[src/rtl/exec_wb_unit.sv]
// Execute/write-back stage: single-cycle ALU ops plus a 16-step shift-add multiply,
// driving the register-file write port for one cycle and keeping NZCV status.
module exec_wb_unit #(
  parameter int WIDTH = 16,
  parameter int AW    = 4
) (
  input  logic             CLK,
  input  logic             RST,
  input  logic             START,
  input  logic [2:0]       OP,
  input  logic [AW-1:0]    DST,
  input  logic [WIDTH-1:0] SRC_A,
  input  logic [WIDTH-1:0] SRC_B,
  output logic             BUSY,
  output logic             DONE,
  output logic             WRV,
  output logic [AW-1:0]    WADDR,
  output logic [WIDTH-1:0] WDATA,
  output logic [3:0]       FLAGS
);

  localparam int CW = $clog2(WIDTH);

  typedef enum logic [2:0] {
    OP_MOV = 3'b000,
    OP_ADD = 3'b001,
    OP_SUB = 3'b010,
    OP_AND = 3'b011,
    OP_XOR = 3'b100,
    OP_MUL = 3'b101,
    OP_CMP = 3'b110,
    OP_RSV = 3'b111
  } op_e;

  typedef enum logic [1:0] {
    S_IDLE,
    S_MUL,
    S_WB
  } state_e;

  state_e             state;
  op_e                op_q;
  logic [AW-1:0]      dst_q;
  logic [WIDTH-1:0]   a_q;
  logic [WIDTH-1:0]   b_q;
  logic [2*WIDTH-1:0] acc;
  logic [CW-1:0]      cnt;

  // One shift-add step: the multiplier sits in the low half of acc and is consumed LSB first.
  logic [WIDTH:0]     mul_sum;
  logic [2*WIDTH-1:0] acc_step;

  always_comb begin
    mul_sum  = {1'b0, acc[2*WIDTH-1:WIDTH]} + (acc[0] ? {1'b0, a_q} : '0);
    acc_step = {mul_sum, acc[WIDTH-1:1]};
  end

  logic [WIDTH:0]   sum_ext;
  logic [WIDTH:0]   diff_ext;
  logic [WIDTH-1:0] result;
  logic             c_flag;
  logic             v_flag;
  logic             flag_upd;
  logic             writes;
  logic [3:0]       flags_nxt;

  // NOTE: every signal gets a default before the case so no path leaves it unassigned (no latch).
  always_comb begin
    sum_ext  = {1'b0, a_q} + {1'b0, b_q};
    diff_ext = {1'b0, a_q} - {1'b0, b_q};
    result   = '0;
    c_flag   = 1'b0;
    v_flag   = 1'b0;
    flag_upd = 1'b0;
    writes   = 1'b0;
    case (op_q)
      OP_MOV: begin
        result = b_q;
        writes = 1'b1;
      end
      OP_ADD: begin
        result   = sum_ext[WIDTH-1:0];
        c_flag   = sum_ext[WIDTH];
        v_flag   = (a_q[WIDTH-1] == b_q[WIDTH-1]) && (result[WIDTH-1] != a_q[WIDTH-1]);
        flag_upd = 1'b1;
        writes   = 1'b1;
      end
      OP_SUB, OP_CMP: begin
        result   = diff_ext[WIDTH-1:0];
        c_flag   = ~diff_ext[WIDTH];
        v_flag   = (a_q[WIDTH-1] != b_q[WIDTH-1]) && (result[WIDTH-1] != a_q[WIDTH-1]);
        flag_upd = 1'b1;
        writes   = (op_q == OP_SUB);
      end
      OP_AND: begin
        result   = a_q & b_q;
        flag_upd = 1'b1;
        writes   = 1'b1;
      end
      OP_XOR: begin
        result   = a_q ^ b_q;
        flag_upd = 1'b1;
        writes   = 1'b1;
      end
      OP_MUL: begin
        result   = acc[WIDTH-1:0];
        c_flag   = |acc[2*WIDTH-1:WIDTH];
        flag_upd = 1'b1;
        writes   = 1'b1;
      end
      default: ;
    endcase
    flags_nxt = flag_upd ? {result[WIDTH-1], (result == '0), c_flag, v_flag} : FLAGS;
  end

  // NOTE: sequential state uses non-blocking assignments; RST is synchronous, so it is checked inside the clocked block.
  always_ff @(posedge CLK) begin
    if (RST) begin
      state <= S_IDLE;
      op_q  <= OP_MOV;
      dst_q <= '0;
      a_q   <= '0;
      b_q   <= '0;
      acc   <= '0;
      cnt   <= '0;
      BUSY  <= 1'b0;
      DONE  <= 1'b0;
      WRV   <= 1'b0;
      WADDR <= '0;
      WDATA <= '0;
      FLAGS <= 4'b0000;
    end else begin
      DONE <= 1'b0;
      WRV  <= 1'b0;
      case (state)
        S_IDLE: begin
          if (START) begin
            op_q  <= op_e'(OP);
            dst_q <= DST;
            a_q   <= SRC_A;
            b_q   <= SRC_B;
            acc   <= {{WIDTH{1'b0}}, SRC_B};
            cnt   <= '0;
            BUSY  <= 1'b1;
            state <= (op_e'(OP) == OP_MUL) ? S_MUL : S_WB;
          end
        end
        S_MUL: begin
          acc <= acc_step;
          cnt <= cnt + 1'b1;
          if (cnt == CW'(WIDTH - 1)) state <= S_WB;
        end
        S_WB: begin
          // r0 is hard-wired to zero in the register file, so its writes are dropped here.
          DONE  <= 1'b1;
          WRV   <= writes && (dst_q != '0);
          WADDR <= dst_q;
          WDATA <= result;
          FLAGS <= flags_nxt;
          BUSY  <= 1'b0;
          state <= S_IDLE;
        end
        default: state <= S_IDLE;
      endcase
    end
  end

endmodule
[config.mk]
export PLATFORM = sky130hd
export DESIGN_NAME = exec_wb_unit
export DESIGN_NICKNAME = d
export VERILOG_FILES = /design/src/rtl/exec_wb_unit.sv
export SDC_FILE = /design/constraint.sdc
export NUM_CORES = 1
export LEC_CHECK = 0
export ABC_AREA = 1
export CELL_PAD_IN_SITES_DETAIL_PLACEMENT = 1
export CELL_PAD_IN_SITES_GLOBAL_PLACEMENT = 1
export CORE_ASPECT_RATIO = 1.75
export CORE_MARGIN = 2
export CORE_UTILIZATION = 41
export DETAILED_ROUTE_END_ITERATION = 12
export PLACE_DENSITY = 0.85
export SLEW_MARGIN = 15
export SYNTH_ARGS = -nofsm -noshare
export SYNTH_HDL_FRONTEND = slang
export SYNTH_SLANG_ARGS = --single-unit
[constraint.sdc]
create_clock -name CLK -period 2.7 [get_ports CLK]
set_input_delay 0.675 -clock CLK [delete_from_list [all_inputs] [get_ports CLK]]
set_output_delay 0.675 -clock CLK [all_outputs]
set_load 0.02 [all_outputs]
==> results.txt, run 1 <==
Status: complete, no violations
HPWL Detailed: 21400 µm
Clk_skew: 0.0151 ns
Die W: 104 µm
Average wire per standard cell: 18.9 µm
FMAX: 0.389 GHz
CTS Buffer Depth: 2
Via-to-Cell Ratio: 5.53
CP delay by family, top: simple AND/OR/NAND/NOR gates
Sink Count: 104
Nets: 1288
Die ar.: 18700 µm²
Hold Startpoint: WDATA[8]
Levels on crit path: 16
GRT Overall Usage: 29.6%
Met3 usage: 3.12%
Largest cells by area after synthesis: dfxtp_1, nand2_1, ha_1
Core Footprint: 17400 µm²
Setup violators final: 0
Period minus WS final: 2.57 ns
RSZ-0062 raised after global routing: yes
Total power: 4.53 mW
Layout Utilization: 49.2%
Die Y: 180 µm
Setup CP Type: register to register
I/O Buffers: 68
Hold buffers post-CTS: 0
Path category of the worst min-delay check: register to register
Routed wire length: 27000 µm
Vias in the first global route: 8469
Most used DFF post-synth: dfxtp_1
Initial core utilization: 41.6%
Footprint of the multi-input gates: 4470 µm²
CP startpoint: b_q[5]
Mapped Nets: 1229
Clk_lat worst skew: 0.36 ns
Max-cap viol count: 0
Hold Slack: 0.469 ns
Critical Path AT: 2.87 ns
Synth area leader: dfxtp_1
Type of origin of the critical path: register
Peak supply drop: 262 µV
FF+latch area: 2090 µm²
Period utilisation layout: 95.3%
CTS buffer count: 9
Cell mode on critical path: nand2_1
Yosys top cell area share: 28.8%
Post-synth EDFFs: 0
Drt pass-1 iters: 5
Worst slew margin: 59.7%
Row cnt: 64
Largest net degree at the start of global routing: 42
Synth-to-layout area growth: 18.4%
Cell breakdown of the critical path: inv_1 -> ha_1 -> nand2_1 -> nor2_1 -> nand2_1 -> nand3_1 -> nand2_1 -> nand2_1 -> nand2_1 -> nand3_1 -> nand3_1 -> nor2_1 -> nand2_1 -> nor2_1 -> nand2_1 -> a21oi_2
RR Startpoint: b_q[5]
Share of cells above drive strength 1: 8.34%
Critical Path End Type: register
Worst r2r dst: FLAGS[2]
Routing usage on met1: 31.3%
Post-synthesis cell count: 1135
Grt total ovfl: 0
GR Util met2: 56.4%
GPL Wtd Cong: 0.927
R2R Setup Slk: 0.13 ns
Pwr Density: 530 nW/µm²
Final Hold Viols: 0
Worst slew pin tran: 0.598 ns
Layout fillers: 2356
DRT antenna net count: 0
# DRC: 0
Static Leakage: 3.99 nW
Initial antenna violation count: 0
Yosys cell types: 47
CP max FO: 7
GRT Max-Usage Layer: met2
# diodes: 0
Register area share after synthesis: 28.8%
Root buf cell: clkbuf_16
YS warnings: 0
Clock slew at reported path FFs: 0.09 ns
Initial DRC count: 216
CTS tree: done
Mapped Avg Cell Area: 6.36 µm²
Hold Crit Endpoint: WDATA[8]
Bufs and invs on worst path: 1
Flops & latches, synth: 104
Mapped cell area: 7220 µm²
Reg2Reg Depth: 16
Max incr delay on CP: 0.44 ns
Pins Over Slew Limit: 0
Async S/R FF share, synth: 0%
Global-route wire length before repair: 43800 µm
Slowest cell on crit path: ha_1
I/O pin count: 69
Hold path cells: 2
H-tree levels: 3
Critical Path RT: 3.00 ns
DR vias: 7904
## sequential cells by signal, indices dropped and copies added (netlist names)
name and count:
acc 32, FLAGS 4, WDATA 16, state 2
a_q 16, WRV 1, WADDR 4, op_q 3
b_q 16, cnt 4, dst_q 4, BUSY 1
DONE 1
## cell families (layout without fill, tap and decap cells)
logic type | Yosys count | in the layout | share of synthesized area, %
XOR/XNOR | 1 | 1 | 0.121
AND/OR/NAND/NOR | 550 | 550 | 32.2
adder cells (fa/ha/maj) | 52 | 52 | 9.32
buffers and inverters | 188 | 252 | 10.4
flip-flops | 104 | 104 | 28.8
AO/OA/AOI/OAI | 240 | 240 | 19.2
## synth_stat cells (10+ instances only)
| master | count |
|---|---|
| clkbuf_1 | 29 |
| ha_1 | 49 |
| nor2_1 | 109 |
| o21ai_0 | 87 |
| nand3_1 | 93 |
| a21oi_1 | 83 |
| a31oi_1 | 18 |
| a22o_1 | 14 |
| nand2_1 | 299 |
| buf_2 | 10 |
| nand4_1 | 12 |
| dfxtp_1 | 104 |
| inv_1 | 130 |
## worst max path at each step
stage               end
2_1_floorplan   acc[27]
3_3_place_gp   FLAGS[2]
3_5_place_dp   FLAGS[2]
4_1_cts        FLAGS[2]
5_1_grt        FLAGS[2]
6_report       FLAGS[2]
## worst register-to-register path, stage by stage, from the launching register on
cell,delay [ns]
dfxtp_1,0.34
inv_1,0.07
ha_1,0.44
nand2_1,0.22
nor2_1,0.15
nand2_1,0.12
nand3_1,0.21
nand2_1,0.10
nand2_1,0.07
nand2_1,0.05
nand3_1,0.08
nand3_1,0.17
nor2_1,0.15
nand2_1,0.05
nor2_1,0.09
nand2_1,0.08
a21oi_2,0.11
## per-layer routing
metal	vias up	routed length, µm
li1	3858	-
met1	3824	10300
met2	153	14800
met3	69	632
met4	0	1320
met5	-	0
## final cells by class
class,count,area share [%]
Timing Repair Buffer,96,10.4
Clock buffer,10,2.79
Sequential cell,104,24.4
Multi-Input combinational cell,843,52.3
Inverter,140,6.18
Tap cell,231,3.38
Clock inverter,6,0.571
## report_power, final
group / switching [mW] / total, mW / internal, mW
combinational: 0.972 / 1.46 / 0.492
sequential: 0.102 / 1.74 / 1.64
clock: 0.660 / 1.32 / 0.665
## cell usage in the layout (no fill, tap or decap), types with 3 or more instances in the layout
cell,count
inv_2,9
dfxtp_1,100
buf_4,28
a21o_1,4
nor2_1,104
nand3_1,90
or2_2,6
a21oi_1,83
a21oi_2,5
nand3b_1,4
dfxtp_2,4
o211ai_1,4
clkdlybuf4s50_1,68
nand4_1,12
a221oi_1,3
nand3_2,6
nor4_1,7
ha_2,4
nand2_1,297
inv_1,129
a211oi_1,3
a31oi_1,18
o21ai_1,4
a22o_1,14
nand2_2,4
o22ai_1,5
o21ai_0,87
clkbuf_16,9
nor2_2,7
nor3_1,7
ha_1,43
## through the flow
| step | area [µm²] | TNS (ns) | setup slack [ns] | std cells |
|---|---|---|---|---|
| CTS | 8480 | 0 | 0.0161 | 1429 |
| global route | 8550 | -0.0331 | -0.0331 | 1430 |
| finish | 8550 | 0 | 0.128 | 1430 |
| global placement | 8180 | -0.0180 | -0.0180 | 1413 |
| floorplan | 7220 | 0 | 0.513 | 1135 |
| detailed placement | 8180 | -0.0625 | -0.0625 | 1413 |
## timing repair
item	in CTS	in global routing
endpoints found under the hold margin	0	0
resized for setup	5	19
pin swaps	0	1
setup endpoints to repair	1	4
setup buffers	0	1
(Power assumes the default switching activity.)
==> run 2, diff against run 1 <==
--- a/config.mk
+++ b/config.mk
@@ -10,9 +10,11 @@
 export CELL_PAD_IN_SITES_GLOBAL_PLACEMENT = 1
 export CORE_ASPECT_RATIO = 1.75
 export CORE_MARGIN = 2
-export CORE_UTILIZATION = 41
+export CORE_UTILIZATION = 42
+export CTS_BUF_LIST = sky130_fd_sc_hd__clkbuf_8
 export DETAILED_ROUTE_END_ITERATION = 12
-export PLACE_DENSITY = 0.85
+export GPL_TIMING_DRIVEN = 0
+export PLACE_DENSITY = 0.86
 export SLEW_MARGIN = 15
 export SYNTH_ARGS = -nofsm -noshare
 export SYNTH_HDL_FRONTEND = slang
==> results.txt, run 2 (synthesis results as in run 1) <==
Status: complete, no violations (unchanged)
CTS tree: done (unchanged)
Net Switching: 1.65 mW (was 1.73 mW)
Commonest non-fill, non-tap cell in the layout: nand2_1 (unchanged)
Footprint of the multi-input gates: 4470 µm² (about the same)
Setup CP Type: register to register (unchanged)
Setup violators final: 0 (unchanged)
RR Startpoint: a_q[0] (was b_q[5])
Post-layout worst setup margin: 0.132 ns (was 0.128 ns)
Clock slew at reported path FFs: 0.10 ns (was 0.09 ns)
Peak supply drop: 230 µV (was 262 µV)
Clk_skew: 0.0184 ns (was 0.0151 ns)
Reg2Reg Depth: 16 (unchanged)
FF+latch area: 2090 µm² (about the same)
Initial antenna violation count: 0 (unchanged)
Switch share: 39.0% (was 38.3%)
Total power: 4.23 mW (was 4.53 mW)
Routed wire length: 27200 µm (was 27000 µm)
Via-to-Cell Ratio: 5.52 (was 5.53)
Critical Path AT: 2.89 ns (was 2.87 ns)
Type of origin of the critical path: register (unchanged)
Hold path cells: 2 (unchanged)
Initial DRC count: 322 (was 216)
Sink Count: 104 (unchanged)
I/O Buffers: 68 (unchanged)
Row cnt: 63 (was 64)
Core Footprint: 16900 µm² (was 17400 µm²)
Sequential group share of total power: 41.3% (was 38.4%)
Worst slew margin: 39.0% (was 59.7%)
HPWL Detailed: 22400 µm (was 21400 µm)
Grt total ovfl: 0 (unchanged)
Die W: 103 µm (was 104 µm)
Dpl ws: -0.656 ns (was -0.0625 ns)
Die Y: 177 µm (was 180 µm)
Global-route wire length before repair: 42700 µm (was 43800 µm)
Critical Path RT: 3.02 ns (was 3.00 ns)
Internal: 2.58 mW (was 2.79 mW)
Hold buffers post-CTS: 0 (unchanged)
WL met3: 798 µm (was 632 µm)
DR WL met2: 14600 µm (was 14800 µm)
Met1 WL: 9830 µm (was 10300 µm)
CP max FO: 3 (was 7)
Pwr Density: 498 nW/µm² (was 530 nW/µm²)
Max reg flops: 32 (unchanged)
Synth-to-layout area growth: 17.4% (was 18.4%)
Commonest non-fill, non-tap cells in the layout: nand2_1, inv_1, nor2_1, dfxtp_1, nand3_1 (unchanged)
DR vias: 7976 (was 7904)
Period minus WS final: 2.57 ns (about the same)
Path category of the worst min-delay check: register to register (unchanged)
Largest net degree at the start of global routing: 17 (was 42)
Root buf cell: clkbuf_8 (was clkbuf_16)
Share of cells above drive strength 1: 7.64% (was 8.34%)
H-tree levels: 3 (unchanged)
Clk_lat worst skew: 0.40 ns (was 0.36 ns)
Vias in the first global route: 8302 (was 8469)
Worst slew pin tran: 0.912 ns (was 0.598 ns)
Max-cap viol count: 0 (unchanged)
Pins Over Slew Limit: 0 (unchanged)
Worst r2r dst: FLAGS[2] (unchanged)
Largest Register: acc (unchanged)
Critical Path End Type: register (unchanged)
Clock power frac: 24.1% (was 29.2%)
DRT antenna net count: 0 (unchanged)
# diodes: 0 (unchanged)
Combinational Power Share: 34.6% (was 32.3%)
Nets: 1307 (was 1288)
Placed Area: 8190 µm² (was 8180 µm²)
Average wire per standard cell: 18.9 µm (about the same)
GRT Overall Usage: 30.7% (was 29.6%)
Die ar.: 18300 µm² (was 18700 µm²)
Initial core utilization: 42.8% (was 41.6%)
GPL Wtd Cong: 0.968 (was 0.927)
Period utilisation layout: 95.1% (was 95.3%)
CP startpoint: a_q[0] (was b_q[5])
Drt pass-1 iters: 5 (unchanged)
Layout fillers: 2364 (was 2356)
Design area: 8480 µm² (was 8550 µm²)
I/O pin count: 69 (unchanged)
CTS Buffer Depth: 2 (unchanged)
Highest routed layer: met4 (unchanged)
# DRC: 0 (unchanged)
CTS buffer count: 9 (unchanged)
FMAX: 0.389 GHz (about the same)
R2R Setup Slk: 0.13 ns (about the same)
Final Hold Viols: 0 (unchanged)
Crit path capture: FLAGS[2] (unchanged)
Static Leakage: 3.94 nW (was 3.99 nW)
run 2: power by group through the flow:
stage               Sequential, mW  Clock [mW]  Combinational [mW]
global route                  1.76        1.09                1.62
CTS                           1.74        1.04                1.43
floorplan                     1.76           0               0.913
detailed placement            1.77           0                1.41
finish                        1.74        1.02                1.46
global placement              1.76           0                1.37
run 2: area by class of cell:
cell class	count	area share [%]
clock inverters	5	0.664
well taps	227	3.35
inverters	140	6.27
plain buffers	46	2.58
multi-input cells	843	52.7
clock buffers	10	1.62
flip-flops and latches	104	24.7
repair buffers	69	8.12
run 2: routing by layer:
layer	GRT usage, %	vias to the layer above
li1	-	3882
met1	31.1	3839
met2	56.4	163
met3	4.57	92
met4	19.6	0
met5	0	-
run 2: how the worst min path moves through the flow:
stage	start	endpoint	slack (ns)
CTS	WDATA[3]	WDATA[3]	0.47
detailed placement	WDATA[3]	WDATA[3]	0.45
global placement	WDATA[4]	WDATA[4]	0.44
floorplan	cnt[0]	cnt[0]	0.45
finish	WDATA[3]	WDATA[3]	0.46
global route	WDATA[9]	WDATA[9]	0.51
run 2: what timing repair did:
| item | CTS | global route |
|---|---|---|
| endpoints found under the hold margin | 0 | 0 |
| endpoints found under the setup margin | 18 | 17 |
| resized for setup | 11 | 22 |
| setup buffers | 0 | 1 |
| cloned | 0 | 0 |
| pin swaps | 0 | 3 |
run 2: worst max-delay path: stages (launching register included):
cell and delay [ns]:
dfxtp_2 0.38, inv_1 0.08, ha_1 0.24, fa_2 0.37
inv_2 0.08, nand3_1 0.10, nand2_2 0.08, nand2_1 0.05
nand3_1 0.07, nand3b_1 0.14, nor2_4 0.18, nand3_2 0.13
nor2_2 0.13, nand3_2 0.15, nor2_1 0.13, nand2_1 0.09
a21oi_2 0.11
run 2: metrics by stage:
step                utilization [%]  setup TNS [ns]  std cells  hold slack, ns
global route                   50.3        -0.00561       1444           0.507
CTS                            49.9               0       1444           0.468
finish                         50.3               0       1444           0.463
global placement               48.5           -6.93       1430           0.441
floorplan                         -               0       1135           0.454
detailed placement             48.5           -7.74       1430           0.447
==> run 3, diff against run 2 <==
--- a/config.mk
+++ b/config.mk
@@ -6,6 +6,7 @@
 export NUM_CORES = 1
 export LEC_CHECK = 0
 export ABC_AREA = 1
+export CAP_MARGIN = 20
 export CELL_PAD_IN_SITES_DETAIL_PLACEMENT = 1
 export CELL_PAD_IN_SITES_GLOBAL_PLACEMENT = 1
 export CORE_ASPECT_RATIO = 1.75
==> constraint.sdc (replaced) <==
create_clock -name CLK -period 2.87 [get_ports CLK]
set_input_delay 0.7175 -clock CLK [delete_from_list [all_inputs] [get_ports CLK]]
set_output_delay 0.7175 -clock CLK [all_outputs]
set_load 0.02 [all_outputs]
==> results.txt, run 3 (synthesis results as in run 1) <==
Status: complete, no violations (unchanged)
Core Footprint: 16900 µm² (unchanged)
Critical Path RT: 3.19 ns (was 3.02 ns)
Clk_skew: 0.0167 ns (was 0.0184 ns)
Layout fillers: 2373 (was 2364)
Cell breakdown of the critical path: inv_1 -> ha_1 -> fa_1 -> inv_1 -> nand3_1 -> nand2_2 -> nand2_1 -> nand3_1 -> nand3b_1 -> nor2_2 -> nand3_1 -> nor2_1 -> nand3_2 -> nor2_1 -> nand2_1 -> a21oi_2 (was inv_1 -> ha_1 -> fa_2 -> inv_2 -> nand3_1 -> nand2_2 -> nand2_1 -> nand3_1 -> nand3b_1 -> nor2_4 -> nand3_2 -> nor2_2 -> nand3_2 -> nor2_1 -> nand2_1 -> a21oi_2)
GRT Overall Usage: 30.6% (was 30.7%)
Post-CTS setup buffer count: 0 (unchanged)
Post-layout worst setup margin: 0.0810 ns (was 0.132 ns)
Max reg flops: 32 (unchanged)
Hold buffers post-CTS: 0 (unchanged)
RR Startpoint: a_q[0] (unchanged)
Bufs and invs on worst path: 2 (unchanged)
Period minus WS final: 2.79 ns (was 2.57 ns)
Dpl ws: -0.529 ns (was -0.656 ns)
Max-cap viol count: 0 (unchanged)
HPWL Detailed: 22400 µm (unchanged)
Clock slew at reported path FFs: 0.10 ns (about the same)
Setup violators final: 0 (unchanged)
CP max FO: 3 (unchanged)
Reg2Reg Depth: 16 (unchanged)
CTS tree: done (unchanged)
# diodes: 0 (unchanged)
Max incr delay on CP: 0.40 ns (was 0.38 ns)
Setup CP Type: register to register (unchanged)
Static Leakage: 3.92 nW (was 3.94 nW)
Pins Over Slew Limit: 0 (unchanged)
CTS buffer count: 9 (unchanged)
Peak supply drop: 215 µV (was 230 µV)
CTS Buffer Depth: 2 (unchanged)
Root buf cell: clkbuf_8 (unchanged)
Hold Slack: 0.464 ns (was 0.463 ns)
Die Y: 177 µm (unchanged)
Total power: 3.94 mW (was 4.23 mW)
Hold path cells: 2 (unchanged)
Largest net degree at the start of global routing: 17 (unchanged)
Sink Count: 104 (unchanged)
Slowest cell on crit path: fa_1 (was dfxtp_2)
Via-to-Cell Ratio: 5.53 (was 5.52)
GPL Wtd Cong: 0.968 (unchanged)
Worst slew pin tran: 0.954 ns (was 0.912 ns)
I/O Buffers: 68 (unchanged)
Period utilisation layout: 97.2% (was 95.1%)
Drt pass-1 iters: 4 (was 5)
Clk_lat worst skew: 0.39 ns (was 0.40 ns)
Initial DRC count: 294 (was 322)
Initial core utilization: 42.8% (unchanged)
Share of cells above drive strength 1: 6.16% (was 7.64%)
Hold Crit Endpoint: WDATA[3] (unchanged)
FF+latch area: 2080 µm² (was 2090 µm²)
R2R Setup Slk: 0.08 ns (was 0.13 ns)
Final Hold Viols: 0 (unchanged)
DR vias: 7987 (was 7976)
Vias in the first global route: 8307 (was 8302)
Initial antenna violation count: 0 (unchanged)
# DRC: 0 (unchanged)
FMAX: 0.359 GHz (was 0.389 GHz)
Critical Path End Type: register (unchanged)
Nets: 1307 (unchanged)
CP delay by family, top: simple AND/OR/NAND/NOR gates (unchanged)
Path category of the worst min-delay check: register to register (unchanged)
Setup TNS: 0 ns (unchanged)
Global-route wire length before repair: 42600 µm (was 42700 µm)
Commonest non-fill, non-tap cells in the layout: nand2_1, inv_1, nor2_1, dfxtp_1, nand3_1 (unchanged)
Cell mode on critical path: nand3_1
DRT antenna net count: 0 (unchanged)
Worst slew margin: 36.2% (was 39.0%)
Commonest non-fill, non-tap cell in the layout: nand2_1 (unchanged)
H-tree levels: 3 (unchanged)
Hold Startpoint: WDATA[3] (unchanged)
Worst r2r dst: FLAGS[2] (unchanged)
CP startpoint: a_q[0] (unchanged)
Type of origin of the critical path: register (unchanged)
I/O pin count: 69 (unchanged)
Die W: 103 µm (unchanged)
Grt total ovfl: 0 (unchanged)
Critical Path AT: 3.11 ns (was 2.89 ns)
Largest Register: acc (unchanged)
Die ar.: 18300 µm² (unchanged)
Average wire per standard cell: 18.7 µm (was 18.9 µm)
Routed wire length: 27000 µm (was 27200 µm)
Pwr Density: 468 nW/µm² (was 498 nW/µm²)
Row cnt: 63 (unchanged)
Synth-to-layout area growth: 16.6% (was 17.4%)
Footprint of the multi-input gates: 4430 µm² (was 4470 µm²)
## run 3: changes by cell type in the layout (fill, tap and decap cells not counted), moves of 2 or more
cell	delta
dfxtp_1	+6
dfxtp_2	-6
nand3_1	+3
nand3_2	-3
nor2_1	+3
nand2_1	+2
nand2_2	-2
nor2_4	-2
## run 3: cell type report
| class | instances | share of cell area [%] |
|---|---|---|
| Sequential cell | 104 | 24.7 |
| Clock buffer | 10 | 1.63 |
| Timing Repair Buffer | 68 | 8.08 |
| Tap cell | 227 | 3.37 |
| Buffer | 47 | 2.62 |
| Inverter | 140 | 6.32 |
| Clock inverter | 5 | 0.669 |
| Multi-Input combinational cell | 843 | 52.6 |
## run 3: layer usage
metal | part of all wire, % | vias to the layer above | GRT usage (%)
met5 | 0 | - | 0
met4 | 7.5 | 0 | 20.2
met3 | 3.0 | 88 | 4.61
met2 | 53 | 171 | 56.0
met1 | 36 | 3841 | 30.9
li1 | - | 3887 | -
## run 3: what timing repair did
item                       CTS  global route
setup endpoints to repair   10             7
gates resized for setup      4             9
pin swaps                    0             0
gates cloned                 0             0
## run 3: how the worst max path moves through the flow
stage	depth (start not counted)	endpoint	slack (ns)
floorplan	15	acc[27]	0.68
global placement	8	WRV	-0.47
detailed placement	8	WRV	-0.53
CTS	16	FLAGS[2]	0.02
global route	16	FLAGS[2]	-0.07
finish	16	FLAGS[2]	0.08
## run 3: power breakdown
part / leakage (nW) / internal, mW / switching [mW]
combinational: 2.97 / 0.446 / 0.904
sequential: 0.853 / 1.54 / 0.0972
clock: 0.0985 / 0.423 / 0.533
## run 3: per-stage QoR
stage	instances	util, %	instance area [µm²]
2_1_floorplan	1135	-	7220
3_3_place_gp	1430	48.5	8190
3_5_place_dp	1430	48.5	8190
4_1_cts	1445	49.7	8390
5_1_grt	1444	49.9	8420
6_report	1444	49.9	8420
## run 3: tightest hold or removal path, stage by stage, from the launching register on
cell and delay [ns]:
dfxtp_1 0.34, nand2_1 0.05, o21ai_0 0.05
